### src/rtl/rcb_wr_sched.sv
// rcb_wr_sched: in-order host write scheduler for the four strategy RCBs.
// SEF reads always win the port; a head write blocked too long raises feed_hold.
module rcb_wr_sched #(
  parameter int ADDR_W     = 10,
  parameter int DATA_W     = 64,
  parameter int FIFO_DEPTH = 4,
  parameter int MAX_STALL  = 16
) (
  input  logic                        clk,
  input  logic                        reset,
  input  logic                        host_valid,
  output logic                        host_ready,
  input  logic [1:0]                  host_tbl,
  input  logic [ADDR_W-1:0]           host_addr,
  input  logic [DATA_W-1:0]           host_data,
  input  logic                        sef_rd_srcb,
  input  logic                        sef_rd_prcb,
  input  logic                        sef_rd_vrcb,
  input  logic                        sef_rd_orcb,
  output logic [3:0]                  wr_en,
  output logic [ADDR_W-1:0]           wr_addr,
  output logic [DATA_W-1:0]           wr_data,
  output logic                        feed_hold,
  output logic [$clog2(FIFO_DEPTH):0] fifo_level
);

  localparam int PW = $clog2(FIFO_DEPTH);
  localparam int SW = $clog2(MAX_STALL + 1);
  localparam logic [PW:0]   FULL_LVL  = (PW+1)'(FIFO_DEPTH);
  localparam logic [PW:0]   CNT_ONE   = (PW+1)'(1);
  localparam logic [PW-1:0] PTR_ONE   = PW'(1);
  localparam logic [SW-1:0] STALL_ONE = SW'(1);
  localparam logic [SW-1:0] STALL_LIM = SW'(MAX_STALL - 1);
  localparam logic [SW-1:0] STALL_TOP = SW'(MAX_STALL);

  typedef enum logic [1:0] {
    IDLE,
    PEND,
    HOLD
  } state_e;

  logic [1:0]        tbl_q  [FIFO_DEPTH];
  logic [ADDR_W-1:0] addr_q [FIFO_DEPTH];
  logic [DATA_W-1:0] data_q [FIFO_DEPTH];

  logic [PW-1:0] rd_ptr_q, rd_ptr_d;
  logic [PW-1:0] wr_ptr_q, wr_ptr_d;
  logic [PW:0]   cnt_q, cnt_d;
  state_e        state_q;
  logic [SW-1:0] stall_q;
  logic          hold_q;

  logic       empty, full, conf, push, pop;
  logic [3:0] rd_vec;
  logic [1:0] head_tbl;

  assign rd_vec   = {sef_rd_orcb, sef_rd_vrcb, sef_rd_prcb, sef_rd_srcb};
  assign head_tbl = tbl_q[rd_ptr_q];
  assign empty    = (cnt_q == '0);
  assign full     = (cnt_q == FULL_LVL);
  assign conf     = rd_vec[head_tbl];
  assign pop      = !empty && !conf;
  assign push     = host_valid && !full;

  assign host_ready = !full;
  assign wr_addr    = addr_q[rd_ptr_q];
  assign wr_data    = data_q[rd_ptr_q];
  assign feed_hold  = hold_q;
  assign fifo_level = cnt_q;

  always_comb begin
    wr_en = '0;
    if (pop) wr_en[head_tbl] = 1'b1;
  end

  always_comb begin
    rd_ptr_d = pop  ? rd_ptr_q + PTR_ONE : rd_ptr_q;
    wr_ptr_d = push ? wr_ptr_q + PTR_ONE : wr_ptr_q;
    cnt_d    = cnt_q;
    unique case ({push, pop})
      2'b10:   cnt_d = cnt_q + CNT_ONE;
      2'b01:   cnt_d = cnt_q - CNT_ONE;
      default: cnt_d = cnt_q;
    endcase
  end

  // Storage needs no reset: entries are only read while counted valid.
  always_ff @(posedge clk) begin
    if (push) begin
      tbl_q[wr_ptr_q]  <= host_tbl;
      addr_q[wr_ptr_q] <= host_addr;
      data_q[wr_ptr_q] <= host_data;
    end
  end

  always_ff @(posedge clk or posedge reset) begin
    if (reset) begin
      rd_ptr_q <= '0;
      wr_ptr_q <= '0;
      cnt_q    <= '0;
    end else begin
      rd_ptr_q <= rd_ptr_d;
      wr_ptr_q <= wr_ptr_d;
      cnt_q    <= cnt_d;
    end
  end

  // stall_q saturates at MAX_STALL so a parked head never wraps back.
  always_ff @(posedge clk or posedge reset) begin
    if (reset) begin
      state_q <= IDLE;
      stall_q <= '0;
      hold_q  <= 1'b0;
    end else if (pop) begin
      stall_q <= '0;
      hold_q  <= 1'b0;
      state_q <= (cnt_d == '0) ? IDLE : PEND;
    end else if (!empty) begin
      if (stall_q != STALL_TOP) stall_q <= stall_q + STALL_ONE;
      if (state_q == HOLD || stall_q >= STALL_LIM) begin
        state_q <= HOLD;
        hold_q  <= 1'b1;
      end else begin
        state_q <= PEND;
      end
    end else begin
      state_q <= IDLE;
    end
  end

endmodule

### config.mk
export PLATFORM = sky130hd
export DESIGN_NAME = rcb_wr_sched
export DESIGN_NICKNAME = d
export VERILOG_FILES = /design/src/rtl/rcb_wr_sched.sv
export SDC_FILE = /design/constraint.sdc
export NUM_CORES = 1
export LEC_CHECK = 0
export CELL_PAD_IN_SITES_DETAIL_PLACEMENT = 1
export CELL_PAD_IN_SITES_GLOBAL_PLACEMENT = 1
export CORE_MARGIN = 8
export CORE_UTILIZATION = 48
export CTS_CLUSTER_SIZE = 25
export DETAILED_ROUTE_END_ITERATION = 10
export PLACE_DENSITY = 0.8
export SYNTH_ARGS = -nofsm -noshare
export SYNTH_HDL_FRONTEND = slang
export SYNTH_SLANG_ARGS = --single-unit
### constraint.sdc
create_clock -name clk -period 3.65 [get_ports clk]
set_input_delay 0.5475 -clock clk [delete_from_list [all_inputs] [get_ports clk]]
set_output_delay 0.5475 -clock clk [all_outputs]
set_load 0.02 [all_outputs]
==> metrics.txt, run 1 <==
clock latency at the later pin of the worst-skew pair=about 0.5 ns; # hold bufs at CTS=0; Post-synth EDFFs=between 300 and 400; share of cells above drive strength 1=0.206; most common cell after layout, fill and taps aside=edfxtp_1; Area growth syn-to-layout=26.8%; Final Hold Vio Count=0; Synth area leaders=edfxtp_1 77%, mux4_2 14%, dfrtp_1 3.2%; most frequent cells in the layout=304 x edfxtp_1, 165 x clkdlybuf4s50_1, 76 x mux4_2; initial antenna violation count=1; Total Nets Final=782; Ports=166; H-tree levels=2; Gate Count Post-Synth=between 400 and 500; CP Launch Point=rd_ptr_q[0]$_DFFE_PP0N_; met3 WL post-DR=1.87 mm; per-cell routed wire length=24.5 um; Cell variety after synth=39; HP Class=input pin to asynchronous set/reset pin; routed wl met2=around 13 mm; die area=30000 um^2; final setup violation count=0; max-slew violations=0; Inserted Clock Buffers=34; Vias per Instance=about 5.5; Sequential Area=approximately 9500 um^2; Global Route Usage Sum=0.171; antenna violation net count after detailed routing=0; Slew Limit Headroom=0.396; final instance area=~15000 um^2; Crit. End Element=output port; Die Wd=between 150 and 200 um; area of the multi-input gates=between 2000 and 2500 um^2; RSZ-0062 raised after global routing=no; First-pass DRT Iterations=4; status=completed; GR Overflow Total=0; final WL=between 20 and 30 mm; Hold Slack=approximately 0.44 ns; Seq/Total Area, Yosys=0.800; HPWL after DPL=16.7 mm; Seq cells post-synth=around 320; worst reg-to-reg path cell count=11; Tcrit/Tclk final=0.964; Clock transition at path regs=roughly 0.05 ns; MaxCap Viol Count=0; DR top layer=met5; Post-CTS Resized=0; GP Congestion=around 0.77; crit path kind=flop to output port; PwrDens=between 800 and 900 nW/um^2; leakage power=4.96 nW; M1 WL=between 10 and 15 mm; worst-margin pin slew=between 0.8 and 0.9 ns; Die H=about 170 um; Max Freq=around 280 MHz; total core area=approximately 24000 um^2; final core utilization=0.619; asr flop ratio synth=0.0470; Tmin final=roughly 3.5 ns; area post-placement=14000 um^2; syn_nets=584; antenna cells=0; Layout fillers=approximately 2000; YS warnings=0; # clock sinks=319; global-route wire length before repair=39.5 mm; Worst Skew=0.0171 ns; Startpoint Class=flop; crit path DAT=roughly 3.0 ns; Starting Density=0.488; postcts setup bufs=0; num rows=57; largest net degree at the start of global routing=51; Syn Area/Cell=~24 um^2; maximum vdd drop=roughly 0.47 mV; Post-Route Setup TNS=0 ns; area leader, netlist=edfxtp_1; worst-case clock buffer depth=3; DR DRC count=0; Post-Synthesis Cell Area=between 10000 and 15000 um^2; Tot Pwr=roughly 13 mW; number of global-route vias before repair=about 6600; 1st-iter DRT viols=roughly 410; share of the synthesized area in the top cell type=0.769; predominant post-synthesis flop cell=edfxtp_1; FF-to-FF Start=rd_ptr_q[0]$_DFFE_PP0N_; Root Buffer=clkbuf_16; # port buffers=~170; Required @ worst endpoint=~3.1 ns; critical path peak fanout=6; CTS tree=done; via count=between 5000 and 6000
==> metal layers <==
layer | global-route usage | vias to the layer above
li1 | - | 2479
met1 | 0.203 | 2957
met2 | 0.297 | 188
met4 | 0.0402 | 2
met3 | 0.0555 | 33
met5 | 0 | -
==> metrics by stage <==
step / instances / setup WS [ns]
2_1_floorplan: 492 / 0.439
3_3_place_gp: 978 / 0.593
3_5_place_dp: 978 / 0.401
4_1_cts: 1036 / 0.0518
5_1_grt: 1036 / 0.0200
6_report: 1036 / 0.130
==> worst max-delay path, stage by stage (launching register included) <==
cell             delay [ns]
dfrtp_4                0.45
mux4_2                 0.64
mux2i_4                0.26
a22oi_4                0.30
inv_4                  0.09
and3_1                 0.21
clkdlybuf4s50_1        0.54
==> Yosys cell counts (all sizes together), types with 2 or more instances <==
cell type  instances
dfrtp             15
mux4              76
nand2              7
and2               2
mux2i              3
mux2               2
xor2               2
ha                 8
o32ai              2
buf                9
o21a               2
and3               7
a22oi              2
nand3              2
inv               13
clkbuf             8
xnor2              4
nor3               5
nor2               3
nor3b              3
edfxtp           304
o21ai              2
==> power by group <==
group / switching [mW] / leakage [nW] / internal [mW] / total, mW
Sequential: 0.226 / 2.97 / 4.84 / 5.07
Clock: 1.29 / 0.491 / 1.76 / 3.05
Combinational: 2.59 / 1.50 / 2.26 / 4.85
Total: 4.10 / 4.96 / 8.86 / 13.0
==> cell families after synthesis <==
family / count (synthesis) / share of synthesized area
flops: 319 / 0.800
mux: 81 / 0.149
simple gates: 33 / 0.0151
buf+inv: 30 / 0.0109
compound gates: 14 / 0.00980
fa+ha+maj: 9 / 0.0101
xor+xnor: 6 / 0.00442
==> state kept, by name, indices dropped and copies added, names as in the netlist <==
name	flops
state_q	2
rd_ptr_q	2
fifo_level	3
feed_hold	1
stall_q	5
tbl_q	8
data_q	256
addr_q	40
wr_ptr_q	2
==> final timing paths <==
| path | end | slack [ns] |
|---|---|---|
| worst max register to register | state_q[0]$_DFF_PP0_ | 0.46 |
| max in group asynchronous | rd_ptr_q[1]$_DFFE_PP0N_ | 2.73 |
| worst min register to register | feed_hold$_DFFE_PP0P_ | 0.52 |
| worst min-delay path | fifo_level[1]$_DFF_PP0_ | 0.44 |
| worst max-delay path | wr_en[3] | 0.13 |
| min in group clk | feed_hold$_DFFE_PP0P_ | 0.52 |
==> final cells by class <==
type                            count  share of cell area
Timing Repair Buffer              179               0.120
Clock inverter                     14             0.00573
Inverter                           13             0.00341
Clock buffer                       44              0.0604
Sequential cell                   319               0.632
Multi-Input combinational cell    143               0.152
Tap cell                          324              0.0269
No activity file was read; power rests on OpenSTA's default activity.
==> run 2, diff against run 1 <==
--- a/config.mk
+++ b/config.mk
@@ -12,4 +12,5 @@
 export CTS_CLUSTER_SIZE = 25
 export DETAILED_ROUTE_END_ITERATION = 10
+export HOLD_SLACK_MARGIN = 0.15
 export PLACE_DENSITY = 0.8
 export SYNTH_ARGS = -nofsm -noshare
==> constraint.sdc (replaced) <==
create_clock -name clk -period 3.65 [get_ports clk]
set_input_delay 0.73 -clock clk [delete_from_list [all_inputs] [get_ports clk]]
set_output_delay 0.73 -clock clk [all_outputs]
set_load 0.02 [all_outputs]
==> run 2 against run 1 <==
First-iteration DRC count is 15% lower; via count is 0.35% lower; die area stayed put; critical endpoint unchanged; total power is 2.4% higher; non-clock buffer count is 1 lower; clock skew is 0.0067 ns lower; global-route usage is 0.24 points lower; sequential share of layout area is 0.42 points lower; critical path depth stayed put; flip-flop and latch count stayed put; final cell count is 0.19% lower; setup slack better by 0.033 ns; critical path type unchanged.
==> metrics.txt, run 2 (synthesis results as in run 1) <==
antenna violation net count after detailed routing=0 (unchanged); sequential power share=0.385 (was 0.391); PwrDens=876 nW/um^2 (was 861 nW/um^2); final WL=25.7 mm (was 25.4 mm); num rows=57 (unchanged); Ports=166 (unchanged); initial antenna violation count=2 (was 1); maximum vdd drop=0.496 mV (was 0.470 mV); die area=30000 um^2 (unchanged); total core area=24300 um^2 (unchanged); pre-CTS setup slack=0.284 ns (was 0.401 ns); MaxCap Viol Count=0 (unchanged); crit path kind=flop to output port (unchanged); max-slew violations=0 (unchanged); Required @ worst endpoint=2.92 ns (was 3.10 ns); area of the multi-input gates=2280 um^2 (unchanged); Switching Fraction=0.313 (was 0.316); First-pass DRT Iterations=4 (unchanged); number of global-route vias before repair=6421 (was 6573); Area growth syn-to-layout=27.6% (was 26.8%); Worst Skew=0.0104 ns (was 0.0171 ns); FF-to-FF Start=rd_ptr_q[0]$_DFFE_PP0N_ (unchanged); Final WS setup=0.163 ns (was 0.130 ns); Inserted Clock Buffers=31 (was 34); Crit. End Element=output port (unchanged); DR DRC count=0 (unchanged); Hold Crit Depth=1; Worst Hold Launch=feed_hold$_DFFE_PP0P_; H-tree levels=1 (was 2); # hold bufs at CTS=0 (unchanged); # port buffers=165 (unchanged); Vias per Instance=5.45 (was 5.46); Sequential Area=9510 um^2 (unchanged); Post-Route Setup TNS=0 ns (unchanged); GR Overflow Total=0 (unchanged); Tcrit/Tclk final=0.955 (was 0.964); Layout fillers=1976 (was 1991); HP Class=flop to flop (was input pin to asynchronous set/reset pin); most common cell after layout, fill and taps aside=edfxtp_1 (unchanged); antenna cells=0 (unchanged); Sw Pwr=4.15 mW (was 4.10 mW); Clock Power Share=0.248 (was 0.235); most frequent cells in the layout=304 x edfxtp_1, 161 x clkdlybuf4s50_1, 76 x mux4_2 (was 304 x edfxtp_1, 165 x clkdlybuf4s50_1, 76 x mux4_2); internal power=9.13 mW (was 8.86 mW); final setup violation count=0 (unchanged); Final Hold Vio Count=0 (unchanged); 1st-iter DRT viols=346 (was 407); Die Wd=173 um (unchanged); clock latency at the later pin of the worst-skew pair=0.55 ns (was 0.50 ns); critical path peak fanout=7 (was 6); HPWL after DPL=16.3 mm (was 16.7 mm); crit path DAT=2.76 ns (was 2.97 ns); RSZ-0062 raised after global routing=no (unchanged); Max Freq=287 MHz (was 284 MHz); Starting Density=0.488 (unchanged); worst reg-to-reg path cell count=11 (unchanged); leakage power=5.02 nW (was 4.96 nW); Largest Register=data_q (unchanged); Startpoint Class=flop (unchanged); Hold Crit Endpoint=feed_hold$_DFFE_PP0P_; worst-margin pin slew=0.861 ns (was 0.883 ns); end of the worst register-to-register path=state_q[0]$_DFF_PP0_ (unchanged); share of cells above drive strength 1=0.213 (was 0.206); via count=5639 (was 5659); power share of the combinational group=0.367 (was 0.374); status=completed (unchanged); Global Route Usage Sum=0.168 (was 0.171); worst-case clock buffer depth=3 (unchanged); per-cell routed wire length=24.8 um (was 24.5 um); biggest regs=data_q x256, addr_q x40, tbl_q x8 (unchanged); CTS tree=done (unchanged); Clock transition at path regs=0.06 ns (was 0.05 ns); Die H=173 um (unchanged); Slew Limit Headroom=0.411 (was 0.396); Tmin final=3.49 ns (was 3.52 ns); Total Nets Final=778 (was 782); reg2reg setup slack=0.40 ns (was 0.46 ns); GP Congestion=0.728 (was 0.765); # clock sinks=319 (unchanged); Largest register FFs=256 (unchanged); largest net degree at the start of global routing=75 (was 51); global-route wire length before repair=39.2 mm (was 39.5 mm); Root Buffer=clkbuf_16 (unchanged)
## run 2: cell count changes in the layout (fill, tap and decap cells not counted)
cell             previous run  this run
buf_4                       9         5
clkdlybuf4s50_1           165       161
dlygate4sd2_1               0         3
inv_16                      0         1
clkinv_8                    2         0
clkinv_1                    5         4
clkbuf_16                  35        32
buf_6                       1         2
clkbuf_1                    9         4
buf_16                      0         1
clkinv_2                    7         9
clkdlybuf4s15_1             0         1
clkinvlp_4                  0         2
bufinv_16                   0         6
## run 2: layout make-up
class,count,area share
flip-flops and latches,319,0.628
multi-input cells,143,0.150
repair buffers,178,0.121
clock buffers,35,0.0522
well taps,324,0.0267
clock inverters,22,0.0182
inverters,13,0.00338
## run 2: power groups by stage
stage / Combinational, mW / Clock (mW) / Sequential (mW)
2_1_floorplan: 2.85 / 0 / 5.10
3_3_place_gp: 4.74 / 0 / 5.13
3_5_place_dp: 4.83 / 0 / 5.21
4_1_cts: 4.94 / 3.36 / 5.12
5_1_grt: 5.19 / 3.49 / 5.18
6_report: 4.87 / 3.29 / 5.11
## run 2: worst max path at each step
stage | startpoint | end | cells past startpoint
6_report | rd_ptr_q[0]$_DFFE_PP0N_ | wr_en[3] | 6
3_5_place_dp | rd_ptr_q[1]$_DFFE_PP0N_ | state_q[0]$_DFF_PP0_ | 11
4_1_cts | rd_ptr_q[1]$_DFFE_PP0N_ | wr_data[43] | 3
3_3_place_gp | rd_ptr_q[1]$_DFFE_PP0N_ | wr_en[3] | 6
5_1_grt | rd_ptr_q[0]$_DFFE_PP0N_ | wr_en[3] | 6
2_1_floorplan | fifo_level[0]$_DFF_PP0_ | addr_q[0][0]$_DFFE_PP_ | 3
## run 2: per-stage QoR
| step | cells | hold WS, ns | total power [mW] | instance area [um^2] | util |
|---|---|---|---|---|---|
| finish | 1034 | 0.512 | 13.3 | 15200 | 0.623 |
| global route | 1034 | 0.534 | 13.9 | 15200 | 0.623 |
| CTS | 1033 | 0.512 | 13.4 | 15100 | 0.622 |
| detailed placement | 973 | 0.498 | 10.0 | 14000 | 0.576 |
| global placement | 973 | 0.481 | 9.87 | 14000 | 0.576 |
| floorplan | 492 | 0.534 | 7.95 | 11900 | - |
## run 2: worst max-delay path: stages (launching register included)
cell and delay (ns):
dfrtp_4 0.53, mux4_2 0.62, mux2i_4 0.24, a22oi_4 0.25
inv_4 0.08, and3_1 0.18, clkdlybuf4s15_1 0.29
## run 2: metal layers
| layer | track usage | up-vias | share of wire |
|---|---|---|---|
| met3 | 0.0460 | 30 | 0.063 |
| li1 | - | 2471 | - |
| met2 | 0.292 | 172 | 0.51 |
| met5 | 0 | - | 0.0011 |
| met4 | 0.0341 | 4 | 0.011 |
| met1 | 0.210 | 2962 | 0.41 |
## run 2: timing repair
action,4_1_cts,5_1_grt
pin swaps,1,1
gates cloned,0,1
setup endpoints to repair,56,56
resized for setup,6,3
buffers inserted,3,0
==> run 3, diff against run 2 <==
CORE_MARGIN = default   (was 8)
==> run 3 against run 2 <==
Global-route usage rose by 3.2 points; clock power fell by 2%; highest routed layer is now met4; largest power group unchanged; critical endpoint unchanged; sequential power fell by 0.8%; critical path type unchanged; hold slack got worse by 0.0086 ns; die area fell by 16%; largest cell class unchanged; sequential share of layout area rose by 0.18 points; wire length fell by 3.7%; total power fell by 1.1%; first-iteration DRC count fell by 9.0%; combinational power barely moved; final cell count rose by 0.39%; flip-flop and latch count did not move.
==> metrics.txt, run 3 (synthesis results as in run 1) <==
status=completed (unchanged); Max stage delay on crit path=0.62 ns (about the same); end of the worst register-to-register path=state_q[0]$_DFF_PP0_ (unchanged); number of global-route vias before repair=6511 (was 6421); crit path DAT=2.79 ns (was 2.76 ns); antenna cells=0 (unchanged); global-route wire length before repair=38.4 mm (was 39.2 mm); leakage power=5.03 nW (was 5.02 nW); Worst Skew=0.0181 ns (was 0.0104 ns); power share of the combinational group=0.370 (was 0.367); per-cell routed wire length=23.8 um (was 24.8 um); Area growth syn-to-layout=27.3% (was 27.6%); RSZ-0062 raised after global routing=no (unchanged); HPWL after DPL=15.4 mm (was 16.3 mm); critical path peak fanout=6 (was 7); Max Freq=284 MHz (was 287 MHz); worst-case clock buffer depth=3 (unchanged); FF-to-FF Start=rd_ptr_q[0]$_DFFE_PP0N_ (unchanged); total core area=24300 um^2 (unchanged); reg2reg setup slack=0.46 ns (was 0.40 ns); Root Buffer=clkbuf_16 (unchanged); largest net degree at the start of global routing=77 (was 75); Largest Register=data_q (unchanged); H-tree levels=1 (unchanged); CP Launch Point=rd_ptr_q[0]$_DFFE_PP0N_ (unchanged); Ports=166 (unchanged); crit path kind=flop to output port (unchanged); final setup violation count=0 (unchanged); MaxCap Viol Count=0 (unchanged); CTS tree=done (unchanged); Clock Power Share=0.244 (was 0.248); First-pass DRT Iterations=4 (unchanged); # clock sinks=319 (unchanged); # port buffers=165 (unchanged); Switching Fraction=0.312 (was 0.313); Final Hold Vio Count=0 (unchanged); final core utilization=0.621 (was 0.623); Starting Density=0.488 (unchanged); Die H=159 um (was 173 um); Slew Limit Headroom=0.462 (was 0.411); CP endpoint=wr_en[3] (unchanged); maximum vdd drop=0.568 mV (was 0.496 mV); initial antenna violation count=0 (was 2); 1st-iter DRT viols=315 (was 346); Inserted Clock Buffers=31 (unchanged); clock latency at the later pin of the worst-skew pair=0.55 ns (about the same); PwrDens=869 nW/um^2 (was 876 nW/um^2); Worst path slowest cell=mux4_2 (unchanged); Total Nets Final=782 (was 778); Tcrit/Tclk final=0.965 (was 0.955); max-slew violations=0 (unchanged); Largest register FFs=256 (unchanged); Tmin final=3.52 ns (was 3.49 ns); GR Overflow Total=0 (unchanged); DR DRC count=0 (unchanged); worst reg-to-reg path cell count=11 (unchanged); most common cell after layout, fill and taps aside=edfxtp_1 (unchanged); # hold bufs at CTS=0 (unchanged); HP Class=flop to flop (unchanged); Die Wd=159 um (was 173 um); CP Cell Sequence=mux4_2 > mux2i_4 > a22oi_4 > inv_4 > and3_1 > dlygate4sd2_1 (was mux4_2 > mux2i_4 > a22oi_4 > inv_4 > and3_1 > clkdlybuf4s15_1); Global Route Usage Sum=0.201 (was 0.168); Hold Crit Depth=1 (unchanged); Required @ worst endpoint=2.92 ns (about the same); Crit. End Element=output port (unchanged); via count=5638 (was 5639); GP Congestion=0.735 (was 0.728); antenna violation net count after detailed routing=0 (unchanged); final WL=24.8 mm (was 25.7 mm); sequential power share=0.386 (was 0.385); Sw Pwr=4.10 mW (was 4.15 mW); internal power=9.03 mW (was 9.13 mW); Startpoint Class=flop (unchanged); Post-Route Setup TNS=0 ns (unchanged); Vias per Instance=5.43 (was 5.45); num rows=57 (unchanged); biggest regs=data_q x256, addr_q x40, tbl_q x8 (unchanged); most frequent cells in the layout=304 x edfxtp_1, 161 x clkdlybuf4s50_1, 76 x mux4_2 (unchanged); share of cells above drive strength 1=0.211 (was 0.213); Clock transition at path regs=0.07 ns (was 0.06 ns); die area=25400 um^2 (was 30000 um^2); worst-margin pin slew=0.787 ns (was 0.861 ns)
run 3: layout make-up:
class | count | area [um^2]
Tap cell | 324 | 405
Clock inverter | 21 | 230
Timing Repair Buffer | 182 | 1840
Inverter | 13 | 51.3
Sequential cell | 319 | 9510
Fill cell | 2011 | 9210
Clock buffer | 36 | 795
Multi-Input combinational cell | 143 | 2280
run 3: timing repair:
action / 4_1_cts / 5_1_grt
endpoints found under the hold margin: 0 / 0
setup endpoints to repair: 4 / 9
buffers inserted: 2 / 0
pin swaps: 1 / 0
resized for setup: 4 / 3
run 3: power by group through the flow:
stage / Sequential [mW] / Clock [mW] / Combinational [mW]
floorplan: 5.10 / 0 / 2.85
global placement: 5.07 / 0 / 4.76
detailed placement: 5.15 / 0 / 4.86
CTS: 5.08 / 3.27 / 4.94
global route: 5.13 / 3.37 / 5.16
finish: 5.07 / 3.21 / 4.85
run 3: through the flow:
step	area (um^2)	hold slack, ns	setup WS (ns)	power (mW)	cells
2_1_floorplan	11900	0.534	0.439	7.95	492
3_3_place_gp	14000	0.480	0.508	9.83	979
3_5_place_dp	14000	0.491	0.301	10.0	979
4_1_cts	15100	0.505	0.0176	13.3	1038
5_1_grt	15100	0.512	0.00595	13.7	1038
6_report	15100	0.503	0.127	13.1	1038
run 3: how the worst min path moves through the flow:
stage,start,to,slack (ns)
floorplan,wr_ptr_q[1]$_DFFE_PP0P_,wr_ptr_q[1]$_DFFE_PP0P_,0.53
global placement,feed_hold$_DFFE_PP0P_,feed_hold$_DFFE_PP0P_,0.48
detailed placement,feed_hold$_DFFE_PP0P_,feed_hold$_DFFE_PP0P_,0.49
CTS,feed_hold$_DFFE_PP0P_,feed_hold$_DFFE_PP0P_,0.50
global route,feed_hold$_DFFE_PP0P_,feed_hold$_DFFE_PP0P_,0.51
finish,feed_hold$_DFFE_PP0P_,feed_hold$_DFFE_PP0P_,0.50
run 3: layer usage:
metal	vias to the layer above	track usage	wire length [um]
met3	38	0.0589	1770
met4	0	0.0450	470
met2	163	0.352	12800
met1	2962	0.247	9700
li1	2475	-	-
met5	-	0	0
run 3: critical path: cells and delay by family, from the launching register on:
family / cells / cell delay [ns]
buffers and inverters: 2 / 0.41
AOI/OAI and AO/OA: 1 / 0.30
and+or+nand+nor: 1 / 0.19
DFF: 1 / 0.48
muxes: 2 / 0.87
